===== src/rtl/u712_reg_arb.sv =====
// rtl/u712_reg_arb.sv - CPU/PCI arbiter and sequencer for the Agnus register cycle state machine
//
// Shares the single chipset register path between the CPU (TS-qualified register-space access)
// and the PCI bridge (level request). Issues one start strobe per cycle and routes REG_TACK back
// to the owner. It also synchronizes _DBR and enforces HOLDOFF spacing between cycles.
// All logic runs on the falling edge of CLK80, like the register state machine it feeds.
//
// Optional feature macro: REG_WDT_EN enables a grant-to-TACK watchdog (WDT_CLKS).
//
// Ports:
//   CLK80, RESETn                     clock (negedge) and synchronous active-low reset
//   CPU_TSn/REGSPn/RnW/UDS/LDS        CPU request and attributes
//   PCI_REQ/RnW/UDS/LDS               PCI bridge level request and attributes
//   DBRn                              asynchronous Agnus _DBR
//   REG_TACK, REG_CYCLE               handshake from the register state machine
//   SM_TSn/REGSPn/RnW/UDS/LDS         start strobe and attributes to the state machine
//   DBR_SYNC                          synchronized, inverted _DBR
//   CPU_ACK, PCI_ACK                  one-clock acks to the owner
//   OWNER, BUSY, WDT_ERR              status outputs
module u712_reg_arb #(
  parameter int HOLDOFF_CLKS = 2
`ifdef REG_WDT_EN
  , parameter int WDT_CLKS = 4095
`endif
) (
  input  logic CLK80,
  input  logic RESETn,
  input  logic CPU_TSn,
  input  logic CPU_REGSPn,
  input  logic CPU_RnW,
  input  logic CPU_UDS,
  input  logic CPU_LDS,
  input  logic PCI_REQ,
  input  logic PCI_RnW,
  input  logic PCI_UDS,
  input  logic PCI_LDS,
  input  logic DBRn,
  input  logic REG_TACK,
  input  logic REG_CYCLE,
  output logic SM_TSn,
  output logic SM_REGSPn,
  output logic SM_RnW,
  output logic SM_UDS,
  output logic SM_LDS,
  output logic DBR_SYNC,
  output logic CPU_ACK,
  output logic PCI_ACK,
  output logic OWNER,
  output logic BUSY,
  output logic WDT_ERR
);

  typedef enum logic [1:0] {IDLE, GRANT, WAIT_TACK, HOLDOFF} state_t;

  localparam logic [3:0] HOLD_LAST = 4'(HOLDOFF_CLKS - 1);

  state_t     state;
  logic       cpu_pend, cpu_rnw_q, cpu_uds_q, cpu_lds_q;
  logic       last_pci;
  logic       dbr_meta;
  logic [3:0] hcnt;

  logic cpu_ts_hit, cpu_req, pick_pci, hold_done;
  logic cpu_rnw, cpu_uds, cpu_lds;

  assign cpu_ts_hit = !CPU_TSn && !CPU_REGSPn;
  // A TS seen in IDLE is granted on the same edge it is captured, so the raw strobe counts
  // as a request and supplies the attributes until the captured copy is valid.
  assign cpu_req  = cpu_pend || cpu_ts_hit;
  assign cpu_rnw  = cpu_pend ? cpu_rnw_q : CPU_RnW;
  assign cpu_uds  = cpu_pend ? cpu_uds_q : CPU_UDS;
  assign cpu_lds  = cpu_pend ? cpu_lds_q : CPU_LDS;
  // On a tie the requester not served last wins; otherwise whoever is asking.
  assign pick_pci = PCI_REQ && (!cpu_req || !last_pci);
  assign hold_done = (hcnt >= HOLD_LAST) && !REG_CYCLE;

`ifdef REG_WDT_EN
  logic [11:0] wdt;
`else
  assign WDT_ERR = 1'b0;
`endif

  always_ff @(negedge CLK80) begin
    if (!RESETn) begin
      state     <= IDLE;
      SM_TSn    <= 1'b1;
      SM_REGSPn <= 1'b1;
      SM_RnW    <= 1'b1;
      SM_UDS    <= 1'b0;
      SM_LDS    <= 1'b0;
      DBR_SYNC  <= 1'b0;
      dbr_meta  <= 1'b0;
      CPU_ACK   <= 1'b0;
      PCI_ACK   <= 1'b0;
      OWNER     <= 1'b0;
      BUSY      <= 1'b0;
      cpu_pend  <= 1'b0;
      cpu_rnw_q <= 1'b1;
      cpu_uds_q <= 1'b0;
      cpu_lds_q <= 1'b0;
      last_pci  <= 1'b1;
      hcnt      <= 4'd0;
`ifdef REG_WDT_EN
      WDT_ERR   <= 1'b0;
      wdt       <= 12'd0;
`endif
    end else begin
      SM_TSn    <= 1'b1;
      SM_REGSPn <= 1'b1;
      CPU_ACK   <= 1'b0;
      PCI_ACK   <= 1'b0;
`ifdef REG_WDT_EN
      WDT_ERR   <= 1'b0;
`endif
      dbr_meta  <= !DBRn;
      DBR_SYNC  <= dbr_meta;

      // The CPU never pipelines register cycles, so a second TS while pending is dropped.
      if (cpu_ts_hit && !cpu_pend) begin
        cpu_pend  <= 1'b1;
        cpu_rnw_q <= CPU_RnW;
        cpu_uds_q <= CPU_UDS;
        cpu_lds_q <= CPU_LDS;
      end

      case (state)
        IDLE: begin
          if (cpu_req || PCI_REQ) begin
            OWNER  <= pick_pci;
            BUSY   <= 1'b1;
            SM_RnW <= pick_pci ? PCI_RnW : cpu_rnw;
            SM_UDS <= pick_pci ? PCI_UDS : cpu_uds;
            SM_LDS <= pick_pci ? PCI_LDS : cpu_lds;
`ifdef REG_WDT_EN
            wdt    <= 12'd0;
`endif
            state  <= GRANT;
          end
        end
        GRANT: begin
          SM_TSn    <= 1'b0;
          SM_REGSPn <= 1'b0;
          state     <= WAIT_TACK;
        end
        WAIT_TACK: begin
`ifdef REG_WDT_EN
          wdt <= wdt + 12'd1;
          if (REG_TACK || (wdt == 12'(WDT_CLKS - 1))) begin
            WDT_ERR <= !REG_TACK;
`else
          if (REG_TACK) begin
`endif
            if (OWNER) PCI_ACK <= 1'b1;
            else begin
              CPU_ACK  <= 1'b1;
              cpu_pend <= 1'b0;
            end
            last_pci <= OWNER;
            hcnt     <= 4'd0;
            state    <= HOLDOFF;
          end
        end
        HOLDOFF: begin
          if (hold_done) begin
            SM_RnW <= 1'b1;
            SM_UDS <= 1'b0;
            SM_LDS <= 1'b0;
            BUSY   <= 1'b0;
            state  <= IDLE;
          end else if (hcnt != 4'hF) begin
            hcnt <= hcnt + 4'd1;
          end
        end
        default: state <= IDLE;
      endcase
    end
  end

endmodule


===== config.mk =====
export PLATFORM = sky130hd
export DESIGN_NAME = u712_reg_arb
export DESIGN_NICKNAME = d
export VERILOG_FILES = /design/src/rtl/u712_reg_arb.sv
export SDC_FILE = /design/constraint.sdc
export NUM_CORES = 1
export LEC_CHECK = 0
export CAP_MARGIN = 0
export CELL_PAD_IN_SITES_DETAIL_PLACEMENT = 0
export CELL_PAD_IN_SITES_GLOBAL_PLACEMENT = 1
export CORE_AREA = 2 2 68 50
export CTS_CLUSTER_SIZE = 25
export DETAILED_ROUTE_END_ITERATION = 10
export DIE_AREA = 0 0 70 52
export GPL_TIMING_DRIVEN = 0
export PLACE_DENSITY = 0.77
export SLEW_MARGIN = 10
export SYNTH_ARGS = -nofsm -noshare
export SYNTH_HDL_FRONTEND = slang
export SYNTH_SLANG_ARGS = --single-unit

===== constraint.sdc =====
create_clock -name CLK80 -period 2.3 [get_ports CLK80]
set_input_delay 0.345 -clock CLK80 [delete_from_list [all_inputs] [get_ports CLK80]]
set_output_delay 0.345 -clock CLK80 [all_outputs]
set_load 0.03 [all_outputs]

# Word level (Yosys, flattened, before mapping)
# Cells that the tools add are included.
[word_totals]
regBits = 21
input_bits = 14
output_inout_bits = 11
word_cells = 82
[classes]
addsub = 1
magnitude_cmp = 1
n_eq_ne = 9
mux = 31
reduce_logical = 23
[ops]
columns = ["op", "count"]
rows = [
  ["1-bit 2-to-1 mux", 19],
  ["4-bit 2-to-1 mux", 3],
  ["2-bit inequality test, second input constant", 5],
  ["3-bit AND reduction", 3],
  ["1-bit one-hot mux with 2 select lines", 4],
  ["2-bit one-hot mux with 4 select lines", 1],
  ["4-bit one-hot mux with 2 select lines", 1],
  ["1-bit zero test", 7],
  ["2-bit 2-to-1 mux", 3],
  ["4-bit by 1-bit adder with 4-bit output, second input constant", 1],
  ["2-bit equality test, second input constant", 2],
  ["4-bit by 1-bit >= comparator with 1-bit output, second input constant", 1],
  ["1-bit logical AND", 4],
  ["4-bit inequality test, second input constant", 1],
  ["2-bit AND reduction", 2],
  ["4-bit AND reduction", 1],
  ["2-bit nonzero test", 2],
  ["1-bit logical OR", 3],
  ["2-bit by 1-bit equality test with 1-bit output, second input constant", 1],
  ["2-bit zero test", 1],
]

# Longest topological paths before layout
[logic_depth]
ltp_word = 9
depth_mapped = 6
ltp_nobuf = 6

==> impl_metrics.tcl <==
set metrics [dict create \
    internal-power_uw 883 \
    syn-cell-area_sq_mm 0.00104 \
    maxCapViolations 0 \
    cts_num_sinks 21 \
    crit_path_end_kind "primary output" \
    dp_cells 171 \
    h-tree-depth 1 \
    power_mw 1.48 \
    rows 17 \
    yosysWarnings 0 \
    wl_per_cell_microns 12.3 \
    final_util_pct 51.1 \
    dpl_cell_area_sq_mm 0.00136 \
    grt_max_degree 12 \
    synthAdderAreaFrac_pct 9.66 \
    seqPwrFrac_pct 33.8 \
    drive_above_1_share_pct 32.7 \
    p_sw_share_pct 40.1 \
    clkTransAtPathRegs_ns 0.04 \
    hpwl_mm 1.73 \
    io_pins 25 \
    pwr-share-comb_pct 40.6 \
    netSwitchingPower_uw 592 \
    status "complete, but fails checks" \
    synth_xor_area_share_pct 0 \
    syn_inst 110 \
    ir_drop_mv 0.578 \
    synth_commonest_cells "dfxtp_1, inv_1, ha_1" \
    ys_types 33 \
    dr.pass1.iters 4 \
    post-place-ws_ns -0.690 \
    start_util_pct 34.3 \
    startpoint_type "register" \
    fin_ws_ns -0.0736 \
    yosys.area_share.simple_pct 15.3 \
    setup_tns_ns -0.0736 \
    synth-edff-count 0 \
    ys_seq_area_share_pct 40.6 \
    grt-ovfl-total 0 \
    hold_ws_ns 0.440 \
    cts_made_buffers 3 \
    yosys-top-cells-area "dfxtp_1, ha_1, mux2_2" \
    drt-vias-per-instance 4.91 \
    leakage_nw 0.718 \
    final_area_sq_mm 0.00154 \
    grt.total_usage_pct 14.5 \
    final_max_slew_viol_count 0 \
    dominantRegCellSynth "dfxtp_1" \
    ant_nets 0 \
    die_h_microns 52 \
    wirelength_mm 2.43 \
    synth_top_family_by_area "compound AO/OA/AOI/OAI gates" \
    clock_path_buffers 2 \
    finalNonFillerCells 197 \
    cp.required_ns 1.96 \
    ys_seq_elements 21 \
    grt_pass1_wl_mm 4.14 \
    pwr-share-clk_pct 25.6 \
    gp_congestion 0.802 \
    setup_viol 1 \
    path_max_fanout 2 \
    power_density_mw_per_mm2 957 \
    die-area_sq_mm 0.00364 \
    n_fill_cell 280 \
    antenna_found_initial 0 \
    nNetsFinal 182 \
    drc 0 \
    synthMuxAreaShare_pct 10.3 \
    clk_latency_ns 0.34 \
    core_sq_mm 0.00302 \
    syn_to_final_growth_pct 48.9 \
    die_w_microns 70 \
    syn_nets 132 \
    synth.top_cell.area_share_pct 40.6 \
    vias 967 \
    yosys.cell_count.top_type "dfxtp_1" \
    antennaDiodeCount 0 \
    port_buffers 23 \
    grt_pass1_vias 970 \
    min_path_type "reg -> reg" \
    cp.arrival_ns 2.03 \
    drt_first_iter_violations 22 \
    cts_root_buffer "clkbuf_8" \
    fin_skew_ns 0.0142 \
    async_flop_share_pct 0 \
    hold_viol_final 0 \
    synth_compound_area_share_pct 18.4 \
    yosysTopAreaCell "dfxtp_1" \
    cts_tree "done" \
    violations "negative setup slack" \
    avgSynthCellArea_sq_um 9.42 \
    grt_setup_unrepaired "yes" \
    path_class "reg -> out" \
]
==> power groups by stage <==
stage | clock [mW] | sequential (mW) | combinational (mW)
after detailed placement | 0.0585 | 0.492 | 0.556
after global routing | 0.439 | 0.507 | 0.657
after global placement | 0.0585 | 0.486 | 0.547
after floorplan | 0.0585 | 0.545 | 0.331
final | 0.377 | 0.499 | 0.600
after CTS | 0.400 | 0.498 | 0.600
==> sequential cells by signal, summed over array words and instances, names as in the netlist <==
register and count:
PCI_ACK 1, cpu_rnw_q 1, OWNER 1, cpu_pend 1
SM_RnW 1, SM_REGSPn 1, dbr_meta 1, CPU_ACK 1
SM_UDS 1, BUSY 1, last_pci 1, DBR_SYNC 1
hcnt 4, SM_LDS 1, state 2, cpu_uds_q 1
cpu_lds_q 1
==> metal layers <==
metal / routed length [microns] / vias up / part of all wire (%) / track usage [%]
li1: - / 489 / - / -
met1: 1160 / 457 / 48 / 16.9
met2: 1160 / 19 / 48 / 22.2
met3: 96 / 2 / 3.9 / 6.78
met4: 14 / 0 / 0.58 / 8.01
met5: 0 / - / 0 / 0
==> worst max-delay path, cell delays in order (launching register included) <==
cell     delay [ns]
dfxtp_2        0.32
buf_6          0.11
buf_6          0.12
==> placed cells by master, fill, tap and decap left out, types with 4 or more instances in the layout <==
cell type	netlist	routed
inv_1	10	30
dfxtp_1	21	12
buf_6	0	11
dfxtp_2	0	9
ha_1	8	8
nand2_1	7	7
nor2_1	7	7
mux2i_1	5	5
o21ai_0	7	5
clkdlybuf4s50_1	0	5
a21oi_1	6	4
==> kinds of logic after synthesis <==
| kind of cell | count (synthesis) |
|---|---|
| fa+ha+maj | 8 |
| other cells | 1 |
| simple gates | 29 |
| mux | 10 |
| flops | 21 |
| buf+inv | 13 |
| compound gates | 28 |
==> layout make-up <==
cell class                 count  area, sq um  share of cell area (%)
buffer                         3         23.8                    1.54
sequential                    21          432                    28.0
inverter                       9         33.8                    2.19
tap                           38         47.5                    3.08
clock inverter                22         82.6                    5.35
multi-input combinational     76          648                    42.0
timing repair buffer          25          234                    15.2
clock buffer                   3         41.3                    2.68
==> path summary, 6_finish.rpt <==
| kind | startpoint | end | slack (ns) | depth (start not counted) |
|---|---|---|---|---|
| min | dbr_meta | DBR_SYNC | 0.44 | 1 |
| max reg2reg | hcnt[1] | hcnt[3] | 0.44 | 6 |
| max | SM_REGSPn | SM_TSn | -0.07 | 2 |
| min reg2reg | dbr_meta | DBR_SYNC | 0.44 | 1 |
==> timing repair <==
item	in CTS	in global routing
pin swaps	2	1
resized for setup	98	12
hold buffers	0	0
buffers inserted	2	0
hold endpoints to repair	0	0
setup endpoints to repair	26	13
Note: power is estimated with default switching activity, not from simulation.
